[config.mk]
export PLATFORM = sky130hd
export DESIGN_NAME = quad2steer
export DESIGN_NICKNAME = d
export VERILOG_FILES = /design/src/rtl/quad2steer.sv
export SDC_FILE = /design/constraint.sdc
export NUM_CORES = 1
export LEC_CHECK = 0
export BUFFER_PORTS_ARGS = -buffer_cell sky130_fd_sc_hd__buf_4
export CORE_ASPECT_RATIO = 1.4
export CORE_MARGIN = 3
export CORE_UTILIZATION = 30
export DETAILED_ROUTE_END_ITERATION = 10
export GPL_TIMING_DRIVEN = 0
export PLACE_DENSITY = 0.54
export SLEW_MARGIN = 40
export SYNTH_ARGS = -nofsm -noshare
export SYNTH_HDL_FRONTEND = slang
export SYNTH_SLANG_ARGS = --single-unit
[constraint.sdc]
create_clock -name CLK -period 3.9 [get_ports CLK]
set_input_delay 0.195 -clock CLK [delete_from_list [all_inputs] [get_ports CLK]]
set_output_delay 0.195 -clock CLK [all_outputs]
set_load 0.005 [all_outputs]
[src/rtl/quad2steer.sv]
// Quadrature steering-wheel decoder: synchronise, prescale, debounce and Gray-decode
// an A/B encoder into a wrapping position, step pulses, held direction flags and an error count.
module quad2steer #(
    parameter int FILT_LEN   = 3,
    parameter int HOLD_TICKS = 8
) (
    input  logic        CLK,
    input  logic        Reset_n,
    input  logic [15:0] clkdiv,
    input  logic        quad_a,
    input  logic        quad_b,
    output logic [7:0]  position,
    output logic        step_cw,
    output logic        step_ccw,
    output logic        right,
    output logic        left,
    output logic        err,
    output logic [7:0]  err_cnt
);

    localparam logic [3:0] FILT_W = 4'(FILT_LEN);
    localparam logic [7:0] HOLD_W = 8'(HOLD_TICKS);

    typedef enum logic [1:0] {MV_NONE, MV_CW, MV_CCW, MV_JUMP} move_t;
    typedef enum logic [1:0] {IDLE, RIGHT, LEFT} dir_t;

    logic [1:0]  meta_ab, sync_ab;
    logic [15:0] pre_cnt, pre_limit;
    logic        tick;
    logic [1:0]  cand;
    logic [3:0]  stable_cnt;
    logic        accept;
    logic [1:0]  acc_ab;
    logic        initd;
    move_t       move;
    dir_t        state, state_nxt;
    logic [7:0]  hold_cnt, hold_nxt;

    // NOTE: every clocked process uses non-blocking assignments so all flops update together.
    always_ff @(posedge CLK or negedge Reset_n) begin
        if (!Reset_n) begin
            meta_ab <= '0;
            sync_ab <= '0;
        end else begin
            meta_ab <= {quad_a, quad_b};
            sync_ab <= meta_ab;
        end
    end

    // Compare against the live clkdiv so a smaller divider wraps immediately.
    always_comb begin
        pre_limit = (clkdiv <= 16'd1) ? 16'd0 : clkdiv - 16'd1;
        tick      = (pre_cnt >= pre_limit);
    end

    always_ff @(posedge CLK or negedge Reset_n) begin
        if (!Reset_n) pre_cnt <= '0;
        else          pre_cnt <= tick ? '0 : pre_cnt + 16'd1;
    end

    // NOTE: combinational outputs get a default first so no path can infer a latch.
    always_comb begin
        accept = 1'b0;
        if (tick) begin
            if (sync_ab == cand) accept = (stable_cnt == FILT_W - 4'd1);
            else                 accept = (FILT_W == 4'd1);
        end
    end

    always_ff @(posedge CLK or negedge Reset_n) begin
        if (!Reset_n) begin
            cand       <= '0;
            stable_cnt <= '0;
            acc_ab     <= '0;
            initd      <= 1'b0;
        end else begin
            if (tick) begin
                if (sync_ab == cand) begin
                    if (stable_cnt != 4'hF) stable_cnt <= stable_cnt + 4'd1;
                end else begin
                    cand       <= sync_ab;
                    stable_cnt <= 4'd1;
                end
            end
            if (accept) begin
                acc_ab <= sync_ab;
                initd  <= 1'b1;
            end
        end
    end

    // Gray sequence 00->10->11->01->00 is clockwise; the first acceptance only seeds acc_ab.
    always_comb begin
        move = MV_NONE;
        if (accept && initd) begin
            case ({acc_ab, sync_ab})
                4'b0010, 4'b1011, 4'b1101, 4'b0100: move = MV_CW;
                4'b1000, 4'b1110, 4'b0111, 4'b0001: move = MV_CCW;
                4'b0011, 4'b1100, 4'b1001, 4'b0110: move = MV_JUMP;
                default:                            move = MV_NONE;
            endcase
        end
    end

    always_ff @(posedge CLK or negedge Reset_n) begin
        if (!Reset_n) begin
            position <= '0;
            err_cnt  <= '0;
            step_cw  <= 1'b0;
            step_ccw <= 1'b0;
            err      <= 1'b0;
        end else begin
            step_cw  <= (move == MV_CW);
            step_ccw <= (move == MV_CCW);
            err      <= (move == MV_JUMP);
            if (move == MV_CW)  position <= position + 8'd1;
            if (move == MV_CCW) position <= position - 8'd1;
            if (move == MV_JUMP && err_cnt != 8'hFF) err_cnt <= err_cnt + 8'd1;
        end
    end

    // A step always lands on a tick; it reloads the hold instead of decrementing it.
    always_comb begin
        state_nxt = state;
        hold_nxt  = hold_cnt;
        if (move == MV_CW) begin
            state_nxt = RIGHT;
            hold_nxt  = HOLD_W;
        end else if (move == MV_CCW) begin
            state_nxt = LEFT;
            hold_nxt  = HOLD_W;
        end else if (tick && state != IDLE) begin
            if (hold_cnt <= 8'd1) begin
                state_nxt = IDLE;
                hold_nxt  = '0;
            end else begin
                hold_nxt  = hold_cnt - 8'd1;
            end
        end
    end

    always_ff @(posedge CLK or negedge Reset_n) begin
        if (!Reset_n) begin
            state    <= IDLE;
            hold_cnt <= '0;
            right    <= 1'b0;
            left     <= 1'b0;
        end else begin
            state    <= state_nxt;
            hold_cnt <= hold_nxt;
            right    <= (state_nxt == RIGHT);
            left     <= (state_nxt == LEFT);
        end
    end

endmodule

# Yosys cells after proc, flatten, opt, wreduce, memory -nomap -nowiden
# Memories as Yosys holds them, arrays and structs flattened.
# Cells that the tools add are included.
[op_classes] n_addsub=7 mul=0 div_mod_pow=0 order_cmp=3 eq_ne=10 shifts=0 muxes=17 bitwise_logic=1 n_reduce_logical=8
[op_table] operator="8-bit 2-to-1 mux" n=6
[op_table] operator="16-bit 2-to-1 mux" n=2
[op_table] operator="16-bit by 1-bit adder with 16-bit output (second input constant)" n=1
[op_table] operator="8-bit by 1-bit adder with 8-bit output (second input constant)" n=2
[op_table] operator="16-bit greater-or-equal comparator" n=1
[op_table] operator="16-bit by 1-bit less-or-equal comparator with 1-bit output (second input constant)" n=1
[op_table] operator="16-bit by 1-bit subtractor with 16-bit output (second input constant)" n=1
[op_table] operator="8-bit by 1-bit subtractor with 8-bit output (second input constant)" n=2
[op_table] operator="2-bit 2-to-1 mux" n=5
[op_table] operator="8-bit by 1-bit less-or-equal comparator with 1-bit output (second input constant)" n=1
[op_table] operator="4-bit 2-to-1 mux" n=2
[op_table] operator="8-bit != test (second input constant)" n=1
[op_table] operator="2-bit equality test (second input constant)" n=3
[op_table] operator="4-bit by 1-bit adder with 4-bit output (second input constant)" n=1
[op_table] operator="2-bit by 1-bit equality test with 1-bit output (second input constant)" n=2
[op_table] operator="4-bit by 2-bit equality test with 1-bit output (second input constant)" n=1
[op_table] operator="4-bit != test (second input constant)" n=1
[op_table] operator="2-bit AND reduction" n=2
[op_table] operator="2-bit nonzero test" n=2
[op_table] operator="1-bit logical AND" n=3
[op_table] operator="3-bit nonzero test" n=1
[op_table] operator="2-bit equality test" n=1
[op_table] operator="1-bit 2-to-1 mux" n=2
[op_table] operator="2-bit by 1-bit != test with 1-bit output (second input constant)" n=1
[op_table] operator="1-bit inverter" n=1
[totals] reg_bits=60 latchBits=0 mem_bits_rw=0 mem_bits_ro=32 in_bits=20 output_inout_bits=21 wordCells=63 memories=1
[memory_table] name="(no name shown)" words=16 word_bits=2 rd=1 rd_ports_with_merged_regs=0 wr=0 line_no="96" source="case ({acc_ab, sync_ab})"

# Longest topological paths before layout
# Gate-level depths: netlist of the first run.
[depth] word_depth=10 ltp_mapped=23 mapped_depth_nobuf=22

# Least setup slack after synthesis of the first run
# No wires, ideal clock.
[synth_timing] kind="in2reg" start="in clkdiv[11]" end="reg position[7]" setup_ns=0.079 arrival_ns=4.771 required_ns=3.821 setup_slack_ns=-0.951 stages=20 path_buffers=1 cell_sequence="or4_1 > nor4_1 > nand3_1 > clkbuf_1 > nand2_1 > ha_1 > and4_1 > nand2_1 > a31oi_1 > a21o_1 > nand4_1 > a211oi_1 > ha_1 > ha_1 > a211oi_1 > o21ai_0 > a2111oi_0 > nor4_1 > nor3_1 > xor2_1"
[synth_via] elab_chain_len=8 elab_cells_between_ends=11 cone_classes="add/sub: 1; order compare: 2; eq/ne: 2; mux: 4; reduce/logical: 2"
[synth_lines] element="start, declared" line_no="9" source="input logic [15:0] clkdiv,"
[synth_lines] element="16-bit by 1-bit subtractor with 16-bit output or 16-bit by 1-bit less-or-equal comparator with 1-bit output (tied branches)" line_no="52" source="pre_limit = (clkdiv <= 16'd1) ? 16'd0 : clkdiv - 16'd1;"
[synth_lines] element="16-bit 2-to-1 mux (*)" line_no="52"
[synth_lines] element="16-bit greater-or-equal comparator (*)" line_no="53" source="tick = (pre_cnt >= pre_limit);"
[synth_lines] element="1-bit 2-to-1 mux (*)" line_no="64" source="if (tick) begin"
[synth_lines] element="1-bit logical AND (*)" line_no="95" source="if (accept && initd) begin"
[synth_lines] element="2-bit 2-to-1 mux (*)" line_no="95"
[synth_lines] element="2-bit equality test or 2-bit by 1-bit equality test with 1-bit output (tied branches)" line_no="117, 116"
[synth_lines] element="8-bit 2-to-1 mux or 2-bit nonzero test (tied branches)"
[synth_lines] element="end signal, assigned" line_no="116" source="if (move == MV_CW) position <= position + 8'd1;"
[synth_lines] element="end signal, assigned" line_no="117" source="if (move == MV_CCW) position <= position - 8'd1;"
[synth_lines] element="end, declared" line_no="12" source="output logic [7:0] position,"
# Every way passes the cells marked *; elsewhere a longest branch is shown, timed or not.
# A chain may end at the register's enable or synchronous reset.

# Worst setup path in the final report of the first run
[layout_timing] start="in clkdiv[11]" end="reg position[6]"
# The elaborated chain is that of the path after synthesis.

==> metrics, run 1 <==
status=finished with violations; failing checks=setup timing; sequential area share after synthesis=0.395; Worst IR Drop VDD=0.000267 V; period utilization=1.15; MaxCap Viol Count=0; largest net degree at the start of global routing=61; critical path arrival=4.73 ns; Yosys warnings=0; mapped cell area=3800 um2; clock period minus worst slack=4.49 ns; WS Path Type=in -> reg; final slew viol count=0; Worst-Skew Late Latency=0.33 ns; final hold vios=0; antenna diode count=0; io pins=41; Compound-Gate Fraction of Synth Area=0.138; HP Class=reg -> reg; TritonCTS Buffers=9; Final Instance Area=5320 um2; Crit Path Max Fanout=6; port bufs=40; first-pass GRT wire length=15.1 mm; die height=139 um; slowest CP cell=or4_4; CTS tree=yes; Tot GR Track Use=0.132; post-synthesis async set-or-reset flop share=1.00; Critical Path Max Stage Delay=0.56 ns; # rows=48; Post-synth EDFFs=0; Post-Synth Simple-Gate Area=0.215; vias per cell=5.13; RePlAce Congestion=0.782; post-synthesis mux area share=0.0145; Worst-Margin Slew=0.701 ns; CP top delay family=simple AND/OR/NAND/NOR gates; crit-path cells=buf_4, or4_4, buf_6, nor4_4, xor2_1, nand2_1, ha_4, and4_4, nand2_4, a31oi_4, a21o_1, nand4_1, a211oi_2, ha_4, buf_6, clkinvlp_4, fa_2, nor2b_1, o21ai_1, a21oi_2, o21a_1, nor3_2, o31ai_1; top_reg_cell synth=dfrtp_1; post-route ant nets=0; Setup crit end kind=flip-flop; drt first pass iters=4; initial antenna violation count=0; relative slew slack=0.528; layout cells sized above 1=0.303; initial DRC count=164; Final setup violation count=12; clock transition at the registers of the reported paths=0.05 ns; die area=14100 um2; Core ar.=12400 um2; H-Tree Depth=3; xor and xnor fraction of the mapped netlist area=0.0921; startpoint types=primary input; Die W=101 um; Synth Area in Adders=0.114; post-synthesis cell type count=52; Post-route DRC=0; Cell Area, Placed=4410 um2; Power Dens Cells=388 nW/um2; Max Fclk=223 MHz; RSZ-0062 raised after global routing=yes; final worst setup slack=-0.594 ns; Setup TNS=-2.07 ns; largest family of logic cells by synthesized area=simple AND/OR/NAND/NOR gates; nets=548; LEAKAGE=0.00245 uW; CTS sink count=60; fillcell total=1197; CTS root buffer=clkbuf_16; Routed WL per cell=14.5 um; data required time of the worst path=4.13 ns; Routed WL=9.39 mm; syn_area_per_cell=9.21 um2; Initial Utilization=0.307; Placed Instances=603; global route total overflow=0; Max clock buf depth=2; Post-Syn Nets=467; worst path buffer plus inverter count=4; vias in the first global route=3220; via count=3325; Synth Register Bits=60; Layout Cells excl Fill=648; Worst Skew=0.00668 ns; Syn Inst Count=413; Detailed Place HPWL=6.21 mm; synth-to-layout area growth=39.9%
==> path summary, 6_finish.rpt <==
path | slack, ns | to | cells past startpoint | startpoint
min in group asynchronous | 0.40 | hold_cnt[7] | 2 | Reset_n
setup reg to reg | 0.09 | position[7] | 17 | pre_cnt[0]
max in group asynchronous | 3.10 | pre_cnt[10] | 2 | Reset_n
setup / recovery | -0.59 | position[6] | 23 | clkdiv[11]
hold reg to reg | 0.35 | sync_ab[1] | 0 | meta_ab[1]
hold / removal | 0.35 | sync_ab[1] | 0 | meta_ab[1]
==> layer usage <==
metal | routed length (um) | vias to the layer above | track usage
met3 | 380 | 15 | 0.0252
met2 | 4950 | 76 | 0.226
met1 | 3870 | 1611 | 0.156
met5 | 0 | - | 0
met4 | 198 | 0 | 0.0644
li1 | - | 1623 | -
==> stage by stage <==
stage | setup slack, ns | utilization | power, uW | hold WS [ns]
3_3_place_gp | -1.24 | 0.356 | 1150 | 0.315
2_1_floorplan | -0.415 | - | 1040 | -0.101
5_1_grt | -0.917 | 0.430 | 2190 | 0.363
6_report | -0.594 | 0.430 | 2070 | 0.354
3_5_place_dp | -1.28 | 0.356 | 1160 | 0.314
4_1_cts | -0.510 | 0.403 | 2060 | 0.358
==> state kept, by name (all words and copies together), names as in the netlist <==
| register | count |
|---|---|
| hold_cnt | 8 |
| step_ccw | 1 |
| meta_ab | 2 |
| cand | 2 |
| err_cnt | 8 |
| stable_cnt | 4 |
| right | 1 |
| step_cw | 1 |
| initd | 1 |
| err | 1 |
| acc_ab | 2 |
| state | 2 |
| position | 8 |
| sync_ab | 2 |
| left | 1 |
| pre_cnt | 16 |
==> report_power, final <==
part           total (uW)  internal [uW]  switching, uW
Clock                 858            588            270
Sequential            798            706           91.5
Combinational         410            185            225
Total                2070           1480            586
==> layout make-up <==
| class | count | area (um2) | area share |
|---|---|---|---|
| Buffer | 10 | 65.1 | 0.0122 |
| Clock buffer | 11 | 253 | 0.0475 |
| Clock inverter | 4 | 72.6 | 0.0136 |
| Inverter | 17 | 70.1 | 0.0132 |
| Multi-Input combinational cell | 325 | 2560 | 0.482 |
| Sequential cell | 60 | 1500 | 0.282 |
| Tap cell | 150 | 188 | 0.0353 |
| Timing Repair Buffer | 71 | 607 | 0.114 |
==> what timing repair did <==
action / CTS / global route
pin swaps: 25 / 33
gates resized for setup: 24 / 51
hold endpoints to repair: 62 / 0
gates cloned: 0 / 1
hold buffers: 3 / 0
buffers inserted: 15 / 12
setup endpoints to repair: 23 / 22
==> Yosys cell counts, types with 4 or more instances <==
library cell | number | area, um2
nor4_1 | 8 | 50.1
o31ai_1 | 4 | 30.0
nand2_1 | 55 | 206
inv_1 | 17 | 63.8
o21ai_0 | 17 | 85.1
and3_1 | 10 | 62.6
ha_1 | 33 | 413
dfrtp_1 | 60 | 1500
a21oi_1 | 20 | 100
clkbuf_1 | 8 | 30.0
nand2b_1 | 6 | 37.5
nand4_1 | 5 | 31.3
nand3_1 | 13 | 65.1
a31oi_1 | 8 | 50.1
nor2_1 | 40 | 150
xor2_1 | 27 | 236
nor3_1 | 9 | 45.0
xnor2_1 | 13 | 114
mux2_2 | 4 | 45.0
==> cell usage in the layout (no fill, tap or decap), types with 11 or more instances in the layout <==
master / count
dfrtp_1: 60
buf_4: 56
nand2_1: 52
nor2_1: 39
xor2_1: 27
ha_1: 24
inv_1: 15
a21oi_1: 15
nand3_1: 12
xnor2_1: 12
buf_6: 11
==> kinds of logic (layout without fill, tap and decap cells) <==
| kind of cell | count (synthesis) | in the layout |
|---|---|---|
| xor gates and xnor gates | 40 | 40 |
| DFF | 60 | 60 |
| muxes | 5 | 5 |
| adders and majority gates | 34 | 34 |
| and+or+nand+nor | 167 | 167 |
| buffers and inverters | 28 | 113 |
| AOI/OAI and AO/OA | 79 | 79 |
Note: power is estimated with default switching activity, not from simulation.
==> run 2, diff against run 1 <==
--- a/config.mk
+++ b/config.mk
@@ -5,6 +5,7 @@
 export SDC_FILE = /design/constraint.sdc
 export NUM_CORES = 1
 export LEC_CHECK = 0
+export ABC_AREA = 1
 export BUFFER_PORTS_ARGS = -buffer_cell sky130_fd_sc_hd__buf_4
 export CORE_ASPECT_RATIO = 1.4
 export CORE_MARGIN = 3
==> run 2 against run 1 <==
The flow now finishes without violations. Sequential share of layout area grew 1.9 points. Total power grew 12%. Clock skew shrank 0.0021 ns. Global-route usage shrank 0.91 points. Maximum frequency grew 25%. Synthesized area grew 1.8%. Non-clock buffer count shrank 17. Worst hold slack lost 0.0090 ns. Sequential power grew 15%. Clock power shrank 18%. Critical endpoint unchanged. Largest cell class unchanged.
==> metrics, run 2 <==
status=finished clean (was finished with violations); Yosys warnings=0 (unchanged); drt first pass iters=4 (unchanged); Multi-input gate area=2310 um2 (was 2560 um2); Critical Path Max Stage Delay=0.35 ns (was 0.56 ns); RePlAce Congestion=0.771 (was 0.782); Detailed Place HPWL=5.98 mm (was 6.21 mm); Placed Instances=664 (was 603); total area of sequential cells=1500 um2 (unchanged); Syn Inst Count=474 (was 413); Worst-Skew Late Latency=0.32 ns (was 0.33 ns); startpoint types=primary input (unchanged); Post-synth EDFFs=0 (unchanged); Net Sw Frac=0.348 (was 0.284); share of power burned in combinational logic=0.300 (was 0.199); CTS sink count=60 (unchanged); most frequent cells in the layout=nand2_1, dfrtp_1, buf_4 (was dfrtp_1, buf_4, nand2_1); Worst IR Drop VDD=0.000270 V (was 0.000267 V); largest net degree at the start of global routing=61 (unchanged); Initial Utilization=0.310 (was 0.307); CTS root buffer=clkbuf_16 (unchanged); Core ar.=12500 um2 (was 12400 um2); # rows=48 (unchanged); Seq pwr share=0.398 (was 0.386); post-synthesis async set-or-reset flop share=1.00 (unchanged); sequential area share after synthesis=0.388 (was 0.395); layout cells sized above 1=0.248 (was 0.303); H-Tree Depth=3 (unchanged); die area=14300 um2 (was 14100 um2); Post-route DRC=0 (unchanged); Max clock buf depth=2 (unchanged); synth-to-layout area growth=28.7% (was 39.9%); worst r2r src=pre_cnt[7] (was pre_cnt[0]); Power Dens Cells=465 nW/um2 (was 388 nW/um2); final slew viol count=0 (unchanged); largest cells by area after synthesis=dfrtp_1, ha_1, nand2_1 (was dfrtp_1, ha_1, xor2_1); Top reg by flops=pre_cnt (unchanged); Post-Syn Nets=528 (was 467); area leader, netlist=dfrtp_1 (unchanged); TritonCTS Buffers=9 (unchanged); nets=598 (was 548); data required time of the worst path=4.15 ns (was 4.13 ns); post-synthesis cell type count=40 (was 52); io pins=41 (unchanged); clock transition at the registers of the reported paths=0.05 ns (about the same); Int Pwr=1510 uW (was 1480 uW); relative slew slack=0.632 (was 0.528); worst path buffer plus inverter count=6 (was 4); slowest CP cell=fa_2 (was or4_4); most common cell in the netlist=nand2_1 (was dfrtp_1); first-pass GRT wire length=14.2 mm (was 15.1 mm); worst setup path startpoint=clkdiv[1] (was clkdiv[11]); Worst-Margin Slew=0.552 ns (was 0.701 ns); port bufs=40 (unchanged); Worst Skew=0.00461 ns (was 0.00668 ns); P_sw=806 uW (was 586 uW); Hold Path Origin=meta_ab[0] (was meta_ab[1]); Routed WL=8.28 mm (was 9.39 mm); WS Path Type=in -> reg (unchanged); synth cell count leaders=nand2_1, dfrtp_1, inv_1 (was dfrtp_1, nand2_1, nor2_1); Layout Cells excl Fill=699 (was 648); Setup crit end kind=flip-flop (unchanged); Clk network pwr share=0.303 (was 0.415); HP Class=reg -> reg (unchanged); CP top delay family=simple AND/OR/NAND/NOR gates (unchanged); antenna diode count=0 (unchanged); Synth Register Bits=60 (unchanged); Routed WL per cell=11.8 um (was 14.5 um); fillcell total=1270 (was 1197); clock period minus worst slack=3.60 ns (was 4.49 ns); Final setup violation count=0 (was 12); Max Fclk=278 MHz (was 223 MHz); syn_area_per_cell=8.17 um2 (was 9.21 um2); Die W=102 um (was 101 um); Largest register FFs=16 (unchanged); share of the synthesized area in the top cell type=0.388 (was 0.395); die height=140 um (was 139 um); commonest non-fill, non-tap cell in the layout=nand2_1 (was dfrtp_1); Setup TNS=0 ns (was -2.07 ns); mapped cell area=3870 um2 (was 3800 um2); most used cell, CP=nand2_1; LEAKAGE=0.00244 uW (was 0.00245 uW); Crit Path Max Fanout=6 (unchanged); initial antenna violation count=0 (unchanged); via count=3249 (was 3325); vias in the first global route=3329 (was 3220); vias per cell=4.65 (was 5.13); post-route ant nets=0 (unchanged); initial DRC count=94 (was 164); period utilization=0.923 (was 1.15); final hold vios=0 (unchanged); global route total overflow=0 (unchanged); CTS tree=yes (unchanged); Tot GR Track Use=0.123 (was 0.132); critical path arrival=3.84 ns (was 4.73 ns); top_reg_cell synth=dfrtp_1 (unchanged); MaxCap Viol Count=0 (unchanged)
-- run 2: worst register-to-register path: stages (launching register included) --
cell     delay [ns]
dfrtp_1        0.46
ha_1           0.33
nand2_1        0.05
inv_1          0.06
nand2_1        0.06
nor2_1         0.10
nor2_1         0.05
nand2_1        0.05
nand2_1        0.08
nand2_4        0.09
nand3_4        0.09
nor2_4         0.15
nand3_2        0.09
inv_2          0.09
ha_4           0.14
inv_2          0.04
fa_2           0.35
inv_2          0.06
nand3_1        0.06
nand2_1        0.08
nand2_1        0.07
nand2_1        0.09
a21oi_2        0.06
or2_4          0.22
a31oi_1        0.15
-- run 2: timing repair --
item,CTS,global route
hold endpoints to repair,62,0
hold buffers,3,0
gates resized for setup,13,31
pin swaps,2,21
buffers inserted,5,11
endpoints found under the setup margin,11,11
-- run 2: cell type report --
type / instances / area share
inverters: 58 / 0.0452
repair buffers: 59 / 0.0919
flip-flops and latches: 60 / 0.301
clock inverters: 2 / 0.00201
well taps: 150 / 0.0377
multi-input cells: 351 / 0.464
plain buffers: 5 / 0.00703
clock buffers: 14 / 0.0510
-- run 2: kinds of logic after synthesis --
logic type	count (synthesis)	synth area share
AOI/OAI and AO/OA	56	0.0837
xor gates and xnor gates	31	0.0701
adders and majority gates	34	0.112
buffers and inverters	63	0.0653
DFF	60	0.388
muxes	1	0.00291
and+or+nand+nor	229	0.278
-- run 2: final timing paths --
path	slack, ns	endpoint	cells after the start
max in group asynchronous	3.11	err_cnt[4]	2
max reg2reg	0.76	position[6]	24
min	0.35	sync_ab[0]	0
max	0.30	position[6]	29
min reg2reg	0.35	sync_ab[0]	0
min in group asynchronous	0.41	position[7]	2
-- run 2: routing by layer --
layer  part of all wire  vias up  GRT usage  wire length, um
li1                   -     1678          -                -
met1               0.42     1518      0.134             3460
met2               0.53       41      0.223             4400
met3              0.030       12     0.0264              247
met4              0.021        0     0.0574              170
met5                  0        -          0                0
-- run 2: through the flow --
stage	area (um2)	utilization	setup slack [ns]	hold slack, ns	power [uW]
after floorplan	3880	-	0.0207	-0.101	1420
after global placement	4370	0.350	-0.688	0.306	1580
after detailed placement	4370	0.350	-0.727	0.306	1610
after CTS	4750	0.380	-0.00949	0.347	2340
after global routing	4980	0.399	-0.0287	0.349	2530
final	4980	0.399	0.302	0.345	2310
-- run 2: power groups by stage --
stage	Sequential (uW)	Clock (uW)	Combinational [uW]
final	921	700	694
after global routing	945	753	832
after CTS	920	724	696
after detailed placement	926	0	681
after global placement	924	0	654
after floorplan	892	0	528
